<file path="config.mk">
export PLATFORM = sky130hd
export DESIGN_NAME = spad_read_sequencer
export DESIGN_NICKNAME = d
export VERILOG_FILES = /design/src/rtl/spad_read_sequencer.sv
export SDC_FILE = /design/constraint.sdc
export NUM_CORES = 1
export LEC_CHECK = 0
export ABC_AREA = 1
export BUFFER_PORTS_ARGS = -buffer_cell sky130_fd_sc_hd__buf_2
export CAP_MARGIN = 20
export CORE_MARGIN = 4
export CORE_UTILIZATION = 45
export CTS_BUF_LIST = sky130_fd_sc_hd__clkbuf_8
export CTS_CLUSTER_DIAMETER = 60
export DETAILED_ROUTE_END_ITERATION = 10
export PLACE_DENSITY = 0.68
export SKIP_LAST_GASP = 1
export SLEW_MARGIN = 0
export SYNTH_ARGS = -nofsm -noshare
export SYNTH_HDL_FRONTEND = slang
export SYNTH_SLANG_ARGS = --single-unit
</file>
<file path="constraint.sdc">
create_clock -name clk -period 1.5 [get_ports clk]
set_input_delay 0.3 -clock clk [delete_from_list [all_inputs] [get_ports clk]]
set_output_delay 0.3 -clock clk [all_outputs]
set_load 0.02 [all_outputs]
</file>
<file path="src/rtl/spad_read_sequencer.sv">
// spad_read_sequencer: scans all 1024 SPAD pixel addresses during the read phase,
// holding each for CLKS_PER_PIXEL clocks with a read strobe after one setup cycle.
module spad_read_sequencer #(
    parameter int CLKS_PER_PIXEL = 4
) (
    input  logic       clk,
    input  logic       reset,
    input  logic       ReadData,
    output logic       ReadEnable,
    output logic [2:0] RowSelect,
    output logic [5:0] ColSelect,
    output logic       HighLowRows
);
    localparam int SW = $clog2(CLKS_PER_PIXEL);
    localparam logic [SW-1:0] LAST_SLOT = SW'(CLKS_PER_PIXEL - 1);

    typedef enum logic [1:0] {IDLE, SCAN, DONE} stateType;

    stateType state, stateNext;
    logic [9:0] pix, pixNext;
    logic [SW-1:0] slot, slotNext;
    logic readDataQ, reNext;

    always_ff @(posedge clk) begin
        if (reset) begin
            state      <= IDLE;
            pix        <= '0;
            slot       <= '0;
            readDataQ  <= 1'b0;
            ReadEnable <= 1'b0;
        end else begin
            state      <= stateNext;
            pix        <= pixNext;
            slot       <= slotNext;
            readDataQ  <= ReadData;
            ReadEnable <= reNext;
        end
    end

    // pix is held at 0 outside SCAN, so the address outputs are zero there
    always_comb begin
        stateNext = state;
        pixNext   = '0;
        slotNext  = '0;
        reNext    = 1'b0;
        case (state)
            IDLE: stateNext = (ReadData && !readDataQ) ? SCAN : IDLE;
            SCAN: begin
                if (!ReadData) begin
                    stateNext = IDLE;
                end else if (slot == LAST_SLOT) begin
                    stateNext = (pix == 10'd1023) ? DONE : SCAN;
                    pixNext   = (pix == 10'd1023) ? 10'd0 : pix + 10'd1;
                end else begin
                    pixNext  = pix;
                    slotNext = slot + 1'b1;
                    reNext   = 1'b1;
                end
            end
            DONE: stateNext = ReadData ? DONE : IDLE;
            default: stateNext = IDLE;
        endcase
    end

    assign ColSelect   = pix[5:0];
    assign RowSelect   = pix[8:6];
    assign HighLowRows = pix[9];
endmodule

</file>
### Word level (Yosys, flattened, before mapping)

Cells that the tools add are included.

* register bits: 16
* logic and storage cells: 27
* output and inout bits: 11
* input port bits: 3

* bitwise logic cells: 2
* reduce and logical (&&, ||, !) cells: 5
* add/sub/neg operators: 2
* multiplexer cells: 8
* equality and inequality tests: 5

Operators by type and width (count)
* $add A10 B1 Y10 const B: 1
* $eq A10 B10 Y1 const B: 1
* $mux W10: 1
* $mux W2: 4
* $pmux W2 S3: 1
* $eq A2 B2 Y1 const B: 2
* $reduce_or A4 Y1: 1
* $ne A3 B3 Y1 const B: 1
* $reduce_or A3 Y1: 1
* $add A2 B1 Y2 const B: 1
* $eq A2 B1 Y1 const B: 1
* $logic_not A2 Y1: 1
* $mux W1: 2
* $not A1 Y1: 2
* $logic_and A1 B1 Y1: 1
* $logic_not A1 Y1: 1

### Logic depth before layout (Yosys ltp)

* word-level depth: 5
* gate-level depth with buffers: 7
* gate-level depth less buffers: 7

### Worst setup path before layout

OpenSTA, ideal clock, no wires.

* path type: register to register
* from: register pix[0]
* to: register pix[5]
* slack: 191 ps
* arrival: 1197 ps
* required time: 1387 ps
* cell stages (with the launch flop): 7
* setup time: 113 ps
* buffers on the path: 0
* period minus slack after synthesis: 1309 ps
* cell sequence: dfxtp_1 > ha_1 > nand3_2 > nor2_4 > nand3_1 > nand2_2 > nor2_1

* cells in the longest elaborated chain, start to end: 2
* elaborated cells on any way between the ends: 3
* those cells by class: 1 x add/sub; 1 x eq/ne; 1 x mux

RTL lines
* start, declared: line 20 `logic [9:0] pix, pixNext;`
* start signal, assigned: line 33 `pix <= pixNext;`
* $add A10 B1 Y10 or $eq A10 B10 Y1 (tied branches): line 53 `pixNext = (pix == 10'd1023) ? 10'd0 : pix + 10'd1;`
* $mux W10 (*): line 53

Mark *: on every way between the ends. The rest lies on a longest branch, timed or not.
A chain may end at the register's enable or synchronous reset.

### Final worst setup path

* from: register slot[0]
* to: register pix[7]

* cells in the longest elaborated chain, start to end: 1

RTL lines
* start, declared: line 21 `logic [SW-1:0] slot, slotNext;`
* start signal, assigned: line 34 `slot <= slotNext;`
* $eq A2 B2 Y1: line 51 `end else if (slot == LAST_SLOT) begin`

Every way passes these cells.

==> key figures <==
CTS
  – Root Buffer: clkbuf_8
  – Skew-Pair Late Insertion Delay: 0.25 ns
  – CTS tree: done
  – CTS H-Tree Depth: 1
  – Hold Buf Count CTS: 0
  – Post-CTS setup buffer count: 0
  – CTS max path bufs: 2
  – CTS buffer count: 3
  – Clock Pin Slew Worst Setup and Hold Paths: 0.06 ns
  – CTS sink cnt: 16
  – Resized Gates After CTS: 0

STA
  – Period utilization: 88.29%
  – # setup viols final: 0
  – Worst-Margin Slew: 0.2919 ns
  – Setup TNS: 0 ns
  – Final hold vios: 0
  – Relative slew margins: approximately four fifths
  – Max-slew violations: 0
  – Worst Skew: 0.002078 ns
  – Final min period: 1.324 ns
  – Highest Clock Rate: 0.7551 GHz
  – RSZ-0062 raised after global routing: no

Drt
  – Vias: 706
  – First drt pass iteration count: 6
  – Remaining DRCs: 0
  – DR WL/cell: 10.53 µm
  – Vias per cell: between 4 and 5
  – Remaining antenna violation count: 0
  – Initial DRC Count: 11
  – Overall routed net length: 1495 µm

Floorplan
  – Die area: approximately 0.0025 mm²
  – Initial Utilization: around half
  – Die Height: 49.62 µm
  – Num ports: 14
  – Core area: 0.001577 mm²
  – DIE WIDTH: 49.62 µm
  – Core Rows: 14

Global route
  – Total GRT Usage: 13.91%
  – Initial antenna violation count: 0
  – Vias in the first global route: roughly 590
  – Pin count of the biggest net entering global routing: 10
  – Gr ovfl total: 0
  – First-pass GRT wire length: 2559 µm

Place
  – Post-DP HPWL: 1164 µm
  – RD Place Congestion: 0.8438
  – Dpl cell area: 864.6 µm²
  – Port bufs: 13

Cells and area
  – Area of the multi-input gates: between 300 and 400 µm²
  – Fillers: between 150 and 200
  – Most common cell after layout, fill and taps aside: nand2_1
  – Register Area: 320.3 µm²
  – Layout cells sized above 1: 22.22%
  – P&R area growth vs syn: 17.98%
  – Post-layout instance area: 919.6 µm²
  – Final-stage net count: 132
  – Antenna cell count: 0
  – Commonest cells after routing, fill and taps aside: nand2_1 (25), nor2_1 (18), dfxtp_1 (16), inv_1 (16), buf_2 (13)

Power and ir drop
  – PD cells: 922.3 mW/mm²
  – Pint: 678.8 µW
  – Sw frac: 19.97%
  – Total power: 848.2 µW
  – Sequential share of power: 51.5%
  – IR drop worst, VDD: around 0.66 mV
  – Clk network pwr share: ~45%
  – P_sw: 169.4 µW
  – Leakage: 0.3921 nW
  – Combinational share of power: 3.9%

Setup path
  – R2R Setup Slk: between 0.15 and 0.2 ns
  – Largest stage delay, worst path: approximately 0.33 ns
  – Worst reg2reg startpoint: slot[0]$_SDFF_PP0_
  – Cell-by-cell trace of the critical path: ha_1 -> nand3_2 -> nor2_4 -> nand3_1 -> nand2_2 -> nor2_1
  – Critical Path Start Type: flop
  – FF-to-FF path depth: 6
  – CP Max Fanout: 7
  – CP max stage cell: dfxtp_1
  – Reg-to-Reg End: pix[7]$_SDFFE_PP0P_
  – CP Capture Type: flop
  – Critical path class: reg2reg
  – CP arrival: around 1.5 ns
  – CP required: 1.65 ns

Hold path
  – HP Class: in2reg
  – Worst hold endpoint: readDataQ$_SDFF_PP0_
  – Hold Startpoint: reset
  – Worst Hold Depth: 2

Logic synthesis
  – YS warnings: 0
  – Synth Area per Inst: 7.151 µm²
  – Synth cell types: 18
  – Yosys top cell area share: around two fifths
  – Synth Cell Area: 779.5 µm²
  – FF+latch count, synth: 16
  – Post-synth top area cell: dfxtp_1
  – Leading post-synthesis cells by cell area: dfxtp_1 (41%), nand2_1 (12%), nor2_1 (8.7%)
  – Syn Nets: 114
  – Synthesized instance count: 109
  – Seq/Total Area, Yosys: 41.09%

Run status
  – Run status: completed

Job
  – Total of max-cap violations: 0
## layer usage
metal,track usage (%),vias to the layer above,part of all wire [%]
met5,0,-,0
met4,5.530,0,1.6
met3,6.325,5,5.6
met2,19.60,16,42
met1,18.20,309,50
li1,-,376,-
## registers in the layout (all words and copies together) (netlist names)
register    count
ReadEnable      1
pix            10
readDataQ       1
state           2
slot            2
## through the flow
step	instances	setup WS (ns)	hold WS (ns)	utilization, %
global placement	138	0.2344	0.4071	54.84
finish	142	0.1756	0.2396	58.33
floorplan	109	0.1907	0.3789	-
detailed placement	138	0.1937	0.4191	54.84
global route	142	0.07113	0.2391	58.33
CTS	142	0.1817	0.2374	58.33
## power groups by stage
| stage | Combinational [mW] | Sequential (mW) | Clock, mW |
|---|---|---|---|
| floorplan | 0.0225 | 0.447 | 0 |
| global placement | 0.0324 | 0.446 | 0 |
| finish | 0.0327 | 0.437 | 0.378 |
| detailed placement | 0.0330 | 0.446 | 0 |
| global route | 0.0374 | 0.438 | 0.410 |
| CTS | 0.0329 | 0.437 | 0.387 |
## synthesized netlist by cell type
cell,number
inv_2,1
a21oi_1,3
xor2_1,2
o21ai_1,1
nor2_2,1
or2_2,1
o211ai_1,1
nand3_2,3
nor3_1,1
inv_1,16
nand3_1,9
nand4_1,4
nor2_1,18
nand2_1,25
ha_1,2
nor2_4,3
dfxtp_1,16
nand2_2,2
## logic make-up (layout without fill, tap and decap cells)
| kind of cell | Yosys count | in the layout | share of synthesized area, % |
|---|---|---|---|
| simple gates | 67 | 67 | 41.73 |
| buf+inv | 17 | 34 | 8.186 |
| flops | 16 | 16 | 41.09 |
| compound gates | 5 | 5 | 3.530 |
| fa+ha+maj | 2 | 2 | 3.210 |
| xor+xnor | 2 | 2 | 2.248 |
## final cells by class
cell class              instances  area share (%)
inverters                      17           6.939
multi-input cells              76           42.99
well taps                      16           2.177
repair buffers                 13           7.075
clock buffers                   4           5.986
flip-flops and latches         16           34.83
## how the worst max path moves through the flow
stage / startpoint / to / slack (ns)
finish: slot[0]$_SDFF_PP0_ / pix[7]$_SDFFE_PP0P_ / 0.18
global route: slot[0]$_SDFF_PP0_ / pix[7]$_SDFFE_PP0P_ / 0.07
CTS: slot[0]$_SDFF_PP0_ / pix[7]$_SDFFE_PP0P_ / 0.18
detailed placement: slot[0]$_SDFF_PP0_ / pix[7]$_SDFFE_PP0P_ / 0.19
global placement: slot[0]$_SDFF_PP0_ / pix[6]$_SDFFE_PP0P_ / 0.23
floorplan: pix[0]$_SDFFE_PP0P_ / pix[5]$_SDFFE_PP0P_ / 0.19
## worst max-delay path: cells and delay by family (launching register included)
kind                     cells  cell delay, ns
AND/OR/NAND/NOR              5            0.57
adder cells (fa/ha/maj)      1            0.32
flip-flops                   1            0.33
No activity file was read; power rests on OpenSTA's default activity.
